[config.mk]
export PLATFORM = sky130hd
export DESIGN_NAME = mux32_serializer
export DESIGN_NICKNAME = d
export VERILOG_FILES = /design/src/rtl/mux32_serializer.sv
export SDC_FILE = /design/constraint.sdc
export NUM_CORES = 1
export LEC_CHECK = 0
export CAP_MARGIN = 10
export CELL_PAD_IN_SITES_DETAIL_PLACEMENT = 0
export CELL_PAD_IN_SITES_GLOBAL_PLACEMENT = 1
export CORE_UTILIZATION = 40
export DETAILED_ROUTE_END_ITERATION = 6
export GPL_TIMING_DRIVEN = 0
export PLACE_DENSITY = 0.87
export SETUP_SLACK_MARGIN = 0.4
export SYNTH_ARGS = -nofsm -noshare
export SYNTH_HDL_FRONTEND = slang
export SYNTH_HIERARCHICAL = 1
export SYNTH_SLANG_ARGS = --single-unit
[constraint.sdc]
create_clock -name clk -period 2.4 [get_ports clk]
set_clock_uncertainty 0.2 [all_clocks]
set_input_delay 0.48 -clock clk [delete_from_list [all_inputs] [get_ports clk]]
set_output_delay 0.48 -clock clk [all_outputs]
set_load 0.01 [all_outputs]
[src/rtl/mux32_serializer.sv]
// mux32_serializer: captures a 32-bit word and shifts out len+1 bits, one per transfer, through a mux32.
// Latency: first bit is valid right after the accepting edge; consecutive words run with no bubble.
// Backpressure: sout_ready low freezes sel/data_q/sout; in_ready reopens on the last bit's transfer.
module mux32_serializer #(
   parameter bit MSB_FIRST = 1'b0
) (
   input  logic        clk,
   input  logic        rst,
   input  logic [31:0] in_data,
   input  logic [4:0]  in_len,
   input  logic        in_valid,
   output logic        in_ready,
   output logic        sout,
   output logic        sout_valid,
   input  logic        sout_ready,
   output logic        sout_last,
   output logic [4:0]  sel,
   output logic        busy
);

   typedef enum logic {
      IDLE  = 1'b0,
      SHIFT = 1'b1
   } state_t;

   state_t      state;
   state_t      state_nxt;
   logic [31:0] data_q;
   logic [31:0] data_nxt;
   logic [4:0]  sel_nxt;
   logic [4:0]  end_q;
   logic [4:0]  end_nxt;
   logic        accept;
   logic        bit_xfer;

   // Outputs decode straight from registers; only in_ready looks at sout_ready.
   assign sout_valid = (state == SHIFT);
   assign busy       = (state == SHIFT);
   assign sout_last  = (state == SHIFT) && (sel == end_q);
   assign bit_xfer   = sout_valid & sout_ready;
   assign in_ready   = (state == IDLE) | (bit_xfer & sout_last);
   assign accept     = in_valid & in_ready;

   // The serial bit itself comes from the bit-select mux driven by the held word.
   mux32 u_mux (
      .in  (data_q),
      .ena (sel),
      .out (sout)
   );

   // Next-state: step the select on each transfer; an accept (possibly on the last bit) reloads everything.
   always_comb begin
      state_nxt = state;
      data_nxt  = data_q;
      sel_nxt   = sel;
      end_nxt   = end_q;
      if (bit_xfer) begin
         if (!sout_last) begin
            sel_nxt = MSB_FIRST ? (sel - 5'd1) : (sel + 5'd1);
         end else begin
            state_nxt = IDLE;
            sel_nxt   = 5'd0;
         end
      end
      if (accept) begin
         data_nxt  = in_data;
         sel_nxt   = MSB_FIRST ? in_len : 5'd0;
         end_nxt   = MSB_FIRST ? 5'd0 : in_len;
         state_nxt = SHIFT;
      end
   end

   // State and datapath registers; reset drops any word in flight immediately.
   always_ff @(posedge clk or posedge rst) begin
      if (rst) begin
         state  <= IDLE;
         data_q <= 32'd0;
         sel    <= 5'd0;
         end_q  <= 5'd0;
      end else begin
         state  <= state_nxt;
         data_q <= data_nxt;
         sel    <= sel_nxt;
         end_q  <= end_nxt;
      end
   end

endmodule

// mux32: 32:1 bit-select mux, out = in[ena].
// Latency: purely combinational.
// Backpressure: none; no handshake on this block.
module mux32 (
   input  logic [31:0] in,
   input  logic [4:0]  ena,
   output logic        out
);
   assign out = in[ena];
endmodule

Word-level counts from Yosys, hierarchy flattened --
Index checks and enable logic that the tools add are counted.
Word-level totals: register bits after elaboration 43, bits in latches 0, RAM bits 0, bits in read-only memories 0, bits of input ports 41, output and inout port bits 10, logic and storage cells 24, memories kept 0
Operators by class: $add $sub $neg 1, $mul 0, divide/modulo/power cells 0, magnitude comparators 1, equal/unequal tests 1, shift operators 0, mux-type cells 8, bitwise logic cells 5, reduce and logical (&&, ||, !) cells 4
Operators by type and width (count):
- 5-bit two-way mux | 3
- 5-bit by 6-bit < comparator with 1-bit output (second input constant) | 1
- 5-bit by 1-bit adder with 5-bit output (second input constant) | 1
- 1-bit binary-select mux with 5-bit select | 1
- 5-bit == test | 1
- 1-bit two-way mux | 4
- 2-bit nonzero test | 2
- 1-bit bitwise AND | 3
- 2-bit AND reduction | 1
- 1-bit logical AND | 1
- 1-bit NOT | 1
- 1-bit bitwise OR | 1

Logic depth before layout (Yosys ltp) --
depth in word-level cells 7, mapped depth 7, mapped depth without buffers 5

Hierarchy --
Netlist, hierarchy kept.
By module, submodules not included:
- mux32_serializer | times used 1, cells each 127, area an instance 1921.8 µm², seq. area each 1076.0 µm²
- mux32 | times used 1, cells each 41, area an instance 325.3 µm², seq. area each 0.0 µm²

Worst setup path before layout --
No wires, ideal clock.
path kind register -> output, from register sel[1], to output sout, arrival time 1.463 ns, data required time 1.720 ns, path slack 0.257 ns, stages on the path, launching flop included 8, buffers on the path 2, path through dfrtp_1 -> buf_6 -> buf_12 -> mux2i_1 -> a22oi_1 -> nand3_1 -> nand2_1 -> a311o_1
Between the ends: word-level cells in the longest chain between the ends 2
RTL lines:
- from (decl) | line 17 | output logic [4:0] sel,
- from (signal assigned) | line 83 | sel <= sel_nxt;
- 1-bit binary-select mux with 5-bit select | line 98 | assign out = in[ena];
- 1-bit two-way mux (implied by the code) | line 98
- to (decl) | line 13 | output logic sout,
Every way passes these cells. The select of a mux whose other input is x is not followed.

Worst setup path in the final report --
Same ends and word-level chain as after synthesis.

==> impl_results.md <==
- Global-route wire length before repair: ~8.4 mm
- Post-synthesis sequential element count: 43
- Synth Flop Type: dfrtp_1
- DR pass1 iterations: 4
- H-tree Lvls: 2
- Yosys Warn Count: 6
- Routed vias: around 1600
- Crit path DAT: between 1500 and 2000 ps
- Hold Fails Final Rpt: 0
- Vias/cell: 4.98
- Worst Tran Pin Value: between 800 and 900 ps
- Crit-path cells: buf_8, buf_16, mux2i_1, nand2_1, nand3_1, nand2_1, a311o_1, buf_2
- IO Port Bufs: 49
- Post-route cell area: roughly 0.0033 mm^2
- CP peak stage delay: roughly 420 ps
- FFs w/ async S/R, synth: 1.00
- Mapped Cells: between 150 and 200
- Max-cap check violation count: 0
- Util after Layout: 0.634
- Worst-path clk slew: about 80 ps
- Crit-path slowest cell: dfrtp_2
- Post-Syn Area: 0.00225 mm^2
- Status: complete, but fails checks
- Peak supply drop: between 0.0006 and 0.0007 V
- Largest net degree at the start of global routing: 44
- Crit-path max FO: 7
- CTS buffer count: 5
- Failing checks: negative setup slack
- Dpl ws: -269 ps
- Final setup viols: 1
- Max Freq: between 300 and 400 MHz
- Crit end category: output port
- Initial core utilization: 0.426
- Area grow syn2layout: 48.7%
- All-Layer GR Usage: 0.184
- Grt ovf: 0
- Most frequent cells after synthesis: dfrtp_1, mux2_4, mux2i_1, nand2_1, mux2_2
- Boundary Pins: 51
- Fin worst setup slack: -140 ps
- Crit Path Category: flip-flop to output port
- Detail Placement HPWL: 3.17 mm
- Post-DP Area: roughly 0.0028 mm^2
- Period utilization: 1.06
- Die Y: slightly below 80 um
- Detail Route Antenna Nets: 0
- Final Max Tran Viols: 0
- Largest area contributor in the netlist: dfrtp_1
- Most common cell in the netlist: dfrtp_1
- Initial antenna violation count: 0
- CP dominant cell by count: nand2_1
- Die W: 77.0 um
- Syn_area_per_cell: about 13 um^2
- Setup_tns: -140 ps
- Synth area leaders: dfrtp_1, mux2_4, mux2i_1
- Worst hold-check path type: flip-flop to flip-flop
- Worst-case clock buffer depth: 2
- WL final: approximately 5 mm
- Worst Hold Margin: roughly 310 ps
- Clock Sinks: between 40 and 50
- Static leakage: roughly 1.6 nW
- R2R setup slack: 240 ps
- Tmin final: around 2500 ps
- Root Buffer: clkbuf_8
- Critical Path Start Type: flip-flop
- Final Wtd Congestion: ~0.79
- Post-Synthesis Net Count: between 200 and 250
- Overall Power: roughly 4.2 mW
- Share of post-route cells with drive strength above 1: 0.411
- CTS tree: built
- Unique cell type count in the Yosys netlist: 35
- Placed cells: 287
- Clock Latency Late Sink: ~300 ps
- Non-Filler Instances: about 320
- Std cell rows: 26
- Pwr dens: approximately 1300 mW/mm^2
- WP data required: 1720 ps
- Number of synthesized flops with an enable pin: 0
- RSZ-0062 raised after global routing: yes
- Vias in the first global route: ~1700
- Relative slew slack: 0.414
- Final nets: around 290
- Synth top area share: 0.479
- Diodes inserted: 0
- Core area: 0.00527 mm^2
- DRC viols: 0
- Die outline area: between 0.005 and 0.006 mm^2
- Violation count after the first detailed-route iteration: 46
- Post-synthesis sequential area ratio: 0.479
- Routed len/inst: around 16 um
## per-layer routing
layer,track usage,wire length (um),up-vias
met5,0,0,-
met4,0.0635,51,0
met3,0.0274,143,5
met2,0.303,2480,38
met1,0.245,2370,770
li1,-,-,760
## logic make-up after synthesis
logic type	count (synthesis)	share of synthesized area
multiplexers	53	0.307
flip-flops	43	0.479
AND/OR/NAND/NOR	35	0.0830
AO/OA/AOI/OAI	20	0.0657
buffers and inverters	11	0.0406
XOR/XNOR	5	0.0195
adder cells (fa/ha/maj)	1	0.00557
## layout make-up
class / count / area (um^2)
Timing Repair Buffer: 70 / 752
Tap cell: 70 / 87.6
Multi-Input combinational cell: 114 / 1200
Clock buffer: 5 / 68.8
Fill cell: 417 / 1930
Inverter: 3 / 11.3
Sequential cell: 43 / 1080
Clock inverter: 3 / 25.0
Buffer: 8 / 111
## power breakdown
group | internal (mW) | switching [mW]
sequential | 1.09 | 0.269
combinational | 1.46 | 0.883
clock | 0.208 | 0.268
total | 2.76 | 1.42
## flip-flops by register name (all words and copies together), names as in the netlist
| name | count |
|---|---|
| busy | 1 |
| data_q | 32 |
| end_q | 5 |
| sel | 5 |
## repair_timing
| item | 4_1_cts | 5_1_grt |
|---|---|---|
| pin swaps | 12 | 7 |
| endpoints found under the setup margin | 36 | 43 |
| gates resized for setup | 54 | 16 |
| buffers inserted | 13 | 4 |
| hold buffers | 0 | 0 |
| gates cloned | 4 | 0 |
## worst max-delay path: cells and delay by family, from the launching register on
family                 cells  cell delay (ps)
buffers and inverters      3              430
muxes                      1              180
DFF                        1              420
AOI/OAI and AO/OA          1              260
and+or+nand+nor            3              260
## placed cells by master, fill, tap and decap left out, drive strengths merged, types with 2 or more instances in the layout
| cell | count |
|---|---|
| clkdlybuf4s50 | 40 |
| dfrtp | 43 |
| nand4 | 2 |
| o21ai | 4 |
| clkinv | 2 |
| mux2 | 37 |
| and2 | 2 |
| nand2 | 12 |
| a211o | 2 |
| dlygate4sd2 | 4 |
| nand2b | 2 |
| clkbuf | 8 |
| nand3 | 4 |
| nand4b | 2 |
| buf | 30 |
| mux2i | 16 |
| a22oi | 4 |
| nor2 | 6 |
| xnor2 | 5 |
| nor3 | 2 |
| a21oi | 4 |
| inv | 3 |
## final timing paths
path	cells after the start	startpoint	to
setup / recovery	8	sel[1]$_DFFE_PP0P_	sout
hold / removal	1	data_q[30]$_DFFE_PP0N_	data_q[30]$_DFFE_PP0N_
setup reg to reg	9	sel[1]$_DFFE_PP0P_	data_q[28]$_DFFE_PP0N_
hold reg to reg	1	data_q[30]$_DFFE_PP0N_	data_q[30]$_DFFE_PP0N_
max in group asynchronous	2	rst	sel[4]$_DFFE_PP0P_
min in group asynchronous	2	rst	data_q[6]$_DFFE_PP0N_
No activity file was read; power rests on OpenSTA's default activity.
==> patch 1, RTL diff (same settings) <==
Take the reset off `data_q` and load it in a clocked block of its own.
--- a/src/rtl/mux32_serializer.sv
+++ b/src/rtl/mux32_serializer.sv
@@ -74,15 +74,17 @@
    always_ff @(posedge clk or posedge rst) begin
       if (rst) begin
          state  <= IDLE;
-         data_q <= 32'd0;
          sel    <= 5'd0;
          end_q  <= 5'd0;
       end else begin
          state  <= state_nxt;
-         data_q <= data_nxt;
          sel    <= sel_nxt;
          end_q  <= end_nxt;
       end
+   end
+
+   always_ff @(posedge clk) begin
+      data_q <= data_nxt;
    end
 
 endmodule
Function: changed (Yosys sat finds a counterexample within 4 cycles, from zero or initial values and one cycle with rst high).
==> patch 1 against the unedited design <==
The run ends with DRC, setup timing left; routed wire length shrank 18%; critical path type unchanged; sequential cell count is the same; largest power group unchanged; cell area shrank 11%; non-clock buffer count grew 5; count of clock-buffer cells in the layout is the same; worst setup slack gained 42 ps; total power shrank 23%; largest cell class is now flip-flops and latches; synthesized area shrank 16%.
==> patch 1: results (changes against the unedited design) <==
.. list-table::
   :header-rows: 1

   * - Metric
     - Value
   * - Met3 capacity usage during global routing
     - 0.0385 (was 0.0274)
   * - Register area
     - 1240 um2 (was 1080 um2)
   * - Peak supply drop
     - 0.000479 V (was 0.000694 V)
   * - Count of buffers from port buffering
     - 50 (was 49)
   * - Syn_nets
     - 170 (was 210)
   * - Routed length on met2
     - 2250 um (was 2480 um)
   * - Post-route insts no fill
     - 268 (was 316)
   * - Multi-input logic cell count
     - 79 (was 114)
   * - Arrival time at the worst endpoint
     - 1820 ps (was 1860 ps)
   * - Wire length on met3
     - 206 um (was 143 um)
   * - Fraction of met2 tracks used by global routing
     - 0.300 (was 0.303)
   * - Post-route setup slack
     - -98.6 ps (was -140 ps)
   * - Via density
     - 5.01 (was 4.98)
   * - Number of failing setup endpoints in the final timing report
     - 2 (was 1)
   * - Cell area after placement
     - 2480 um2 (was 2830 um2)
   * - Number of fill cells in the layout
     - 317 (was 417)
   * - Failing checks
     - DRC, setup timing (was setup timing)
   * - Run status
     - complete, but fails checks (unchanged)
   * - Final TNS setup
     - -114 ps (was -140 ps)
   * - Largest net degree at the start of global routing
     - 17 (was 44)
   * - Hold Crit Class
     - in2async (was reg2reg)
   * - Global Route Usage Sum
     - 0.170 (was 0.184)
   * - Commonest cells in the netlist
     - edfxtp_1 (32), mux2i_1 (17), nand2_1 (14) (was dfrtp_1 (43), mux2_4 (30), mux2i_1 (16))
   * - Sum of routed wire segments on met1
     - 1700 um (was 2370 um)
   * - Worst slew margin relative to its limit
     - 0.722 (was 0.414)
   * - Starting DRT DRC Count
     - 97 (was 46)
   * - Synth Instances
     - 128 (was 168)
   * - Residual DRC count
     - 10 (was 0)
   * - Seq/total area
     - 0.421 (was 0.324)
   * - Clock-cell share of area
     - 0.0262 (was 0.0281)
   * - Setup slack on the worst flop-to-flop path
     - 90 ps (was 240 ps)
   * - Number of buffers other than clock buffers in the final layout
     - 83 (was 78)
   * - Number of optimization iterations in the first detailed-route pass
     - 6 (was 4)
   * - GR Layer Usage met1
     - 0.213 (was 0.245)
   * - Path depth of the worst reg2reg path
     - 8 (was 9)
   * - Non-clk buf share
     - 0.295 (was 0.258)
   * - Clock insertion delay at the later pin of the skew report
     - 280 ps (was 300 ps)
   * - Leakage Power
     - 1.16 nW (was 1.58 nW)
[patch 1: repair_timing]
action,in CTS,in global routing
buffers inserted,19,9
gates cloned,2,1
setup endpoints to repair,40,43
pin swaps,10,6
gates resized for setup,41,13
[patch 1: report_power, final]
part           internal, W  total (W)  switching, W
Combinational     0.000986    0.00171      0.000720
Clock             0.000194   0.000411      0.000217
Sequential        0.000971    0.00109      0.000119
Total              0.00215    0.00321       0.00106
[patch 1: logic make-up (layout without fill, tap and decap cells)]
| kind of cell | after synthesis | in the layout | synth area share |
|---|---|---|---|
| buffers and inverters | 6 | 94 | 0.0265 |
| XOR/XNOR | 8 | 8 | 0.0372 |
| flip-flops | 43 | 43 | 0.656 |
| AND/OR/NAND/NOR | 30 | 30 | 0.0763 |
| adder cells (fa/ha/maj) | 1 | 1 | 0.00663 |
| multiplexers | 22 | 22 | 0.130 |
| AO/OA/AOI/OAI | 18 | 18 | 0.0677 |
==> patch 2, RTL diff (same flow settings) <==
Made on the original files. `MSB_FIRST`: 1'b0 -> 1'b1.
--- a/src/rtl/mux32_serializer.sv
+++ b/src/rtl/mux32_serializer.sv
@@ -2,7 +2,7 @@
 // Latency: first bit is valid right after the accepting edge; consecutive words run with no bubble.
 // Backpressure: sout_ready low freezes sel/data_q/sout; in_ready reopens on the last bit's transfer.
 module mux32_serializer #(
-   parameter bit MSB_FIRST = 1'b0
+   parameter bit MSB_FIRST = 1'b1
 ) (
    input  logic        clk,
    input  logic        rst,
Behaviour: not the same (Yosys sat finds a counterexample within 4 cycles, from zero or initial values and one cycle with rst high).
==> patch 2 against the unedited design <==
The flow still finishes with violations (setup timing); global-route usage rose by 1.6 points; total power fell by 10%; cell area fell by 7.0%; synthesized area shrank 7.3%; worst setup slack got worse by 110 ps; sequential cell count down 5; routed wire length fell by 2.7%; maximum frequency shrank 4.0%; hold slack lost 6.4 ps; largest cell class unchanged; largest power group unchanged.
==> patch 2: results (changes against the unedited design) <==
.. list-table::
   :header-rows: 1

   * - Metric
     - Value
   * - Net count, final
     - 277 (was 287)
   * - Total via count in the routed design
     - 1,521 (was 1,573)
   * - Global Route Usage Sum
     - 0.199 (was 0.184)
   * - Mean routed wirelength per cell
     - 16.3 um (was 16.0 um)
   * - Largest net degree at the start of global routing
     - 39 (was 44)
   * - Via density
     - 5.04 (was 4.98)
   * - Register clock-pin slew on the reported worst setup and hold paths
     - roughly 70 ps
   * - Peak supply drop
     - 0.000501 V (was 0.000694 V)
   * - Fraction of final layout cells with drive strength greater than 1
     - 0.387 (was 0.411)
   * - Starting DRT DRC Count
     - 61 (was 46)
   * - Post-route setup slack
     - -246 ps (was -140 ps)
   * - Register with the highest flop count
     - data_q (unchanged)
   * - Number of optimization iterations in the first detailed-route pass
     - 4 (unchanged)
   * - Worst slew margin relative to its limit
     - 0.469 (was 0.414)
   * - Clk buf depth
     - 2 (unchanged)
   * - Syn_nets
     - 195 (was 210)
   * - Vias in the first global route
     - 1,605 (was 1,703)
   * - Setup slack on the worst flop-to-flop path
     - 110 ps (was 240 ps)
   * - Number of antenna violations at the first check in global routing
     - 0 (unchanged)
   * - # H-tree levels
     - 2 (unchanged)
   * - Number of failing setup endpoints in the final timing report
     - 1 (unchanged)
   * - Run status
     - complete, but fails checks (unchanged)
   * - Worst hold endpoint
     - data_q[28] (was data_q[30])
   * - Weighted congestion reported at the end of routability-driven placement
     - 0.777 (was 0.792)
   * - Worst setup timing slack at the placement stage
     - -392 ps (was -269 ps)
   * - Detailed Place HPWL
     - 2990 um (was 3170 um)
   * - First-pass GRT wire length
     - 7990 um (was 8430 um)
   * - Worst reg2reg path endpoint
     - data_q[17] (was data_q[28])
   * - Final TNS setup
     - -246 ps (was -140 ps)
   * - Number of synthesized flops with an enable pin
     - 0 (unchanged)
   * - Commonest cells in the netlist
     - dfrtp_1 (38), mux2_4 (27), mux2i_1 (17) (was dfrtp_1 (43), mux2_4 (30), mux2i_1 (16))
   * - Top post-synthesis cells by area
     - dfrtp_1 (46%), mux2_4 (19%), mux2i_1 (8.2%) (was dfrtp_1 (48%), mux2_4 (20%), mux2i_1 (7.1%))
   * - Number of fill cells in the layout
     - 415 (was 417)
   * - Leakage Power
     - 1.39 nW (was 1.58 nW)
   * - Synth Instances
     - 153 (was 168)
   * - Count of distinct cell types in the synthesized netlist
     - 38 (was 35)
   * - Path depth of the worst reg2reg path
     - 10 (was 9)
   * - Hold wc startpoint
     - data_q[28] (was data_q[30])
   * - Failing checks
     - setup timing (unchanged)
   * - Number of flip-flops in the largest register
     - 32 (unchanged)
   * - Number of placed instances, taps included
     - 269 (was 287)
   * - Clock root cell
     - clkbuf_8 (unchanged)
   * - Clock insertion delay at the later pin of the skew report
     - 290 ps
   * - Sequential element share of the synthesized area
     - 0.457 (was 0.479)
## patch 2: cell families (layout without fill, tap and decap cells)
kind of cell / after synthesis / after routing / share of synthesized area
mux: 49 / 49 / 0.303
fa+ha+maj: 1 / 1 / 0.00601
flops: 38 / 38 / 0.457
compound gates: 22 / 22 / 0.0859
simple gates: 30 / 30 / 0.0769
buf+inv: 12 / 94 / 0.0667
xor+xnor: 1 / 1 / 0.00421
## patch 2: per-stage QoR
stage	hold WS [ps]	utilization	instance area, um2
after global routing	331	0.637	3110
final	308	0.637	3110
after detailed placement	297	0.549	2680
after floorplan	280	-	2100
after global placement	291	0.549	2680
after CTS	314	0.631	3080
## patch 2: per-layer routing
layer | vias up | routed length [um] | track usage
li1 | 725 | - | -
met2 | 43 | 2440 | 0.322
met5 | - | 0 | 0
met3 | 8 | 225 | 0.0461
met1 | 745 | 2170 | 0.258
met4 | 0 | 78 | 0.0833
## patch 2: power breakdown
part | switching, W | internal (W) | leakage, nW
clock network | 0.000227 | 0.000195 | 0.0438
logic | 0.000797 | 0.00133 | 0.895
registers | 0.000226 | 0.000968 | 0.451
## patch 2: area by class of cell
class	instances	area, um2	share of cell area
multi-input cells	103	1030	0.332
flip-flops and latches	38	957	0.308
repair buffers	75	811	0.261
clock buffers	5	68.8	0.0222
clock inverters	2	10.0	0.00322
inverters	3	13.8	0.00443
plain buffers	9	131	0.0423
well taps	67	83.8	0.0270
## patch 2: how the worst max path moves through the flow
stage	startpoint	endpoint	slack [ps]
6_report	sel[1]	sout	-250
5_1_grt	sel[1]	sout	-300
4_1_cts	sel[1]	sout	-220
3_5_place_dp	sout_ready	in_ready	-390
3_3_place_gp	sout_ready	in_ready	-400
2_1_floorplan	sel[0]	data_q[10]	200
## patch 2: worst max-delay path, stage by stage, from the launching register on
cell and delay (ps):
dfrtp_2 420, buf_8 130, buf_12 130, buf_12 130
mux2i_1 200, nand2_1 80, nand3_1 100, nand2_1 60
a311o_1 280, buf_2 140
## patch 2: timing repair
| action | 4_1_cts | 5_1_grt |
|---|---|---|
| cloned | 4 | 0 |
| buffers inserted | 20 | 2 |
| gates resized for setup | 29 | 5 |
| pin swaps | 5 | 5 |
| setup endpoints to repair | 43 | 40 |
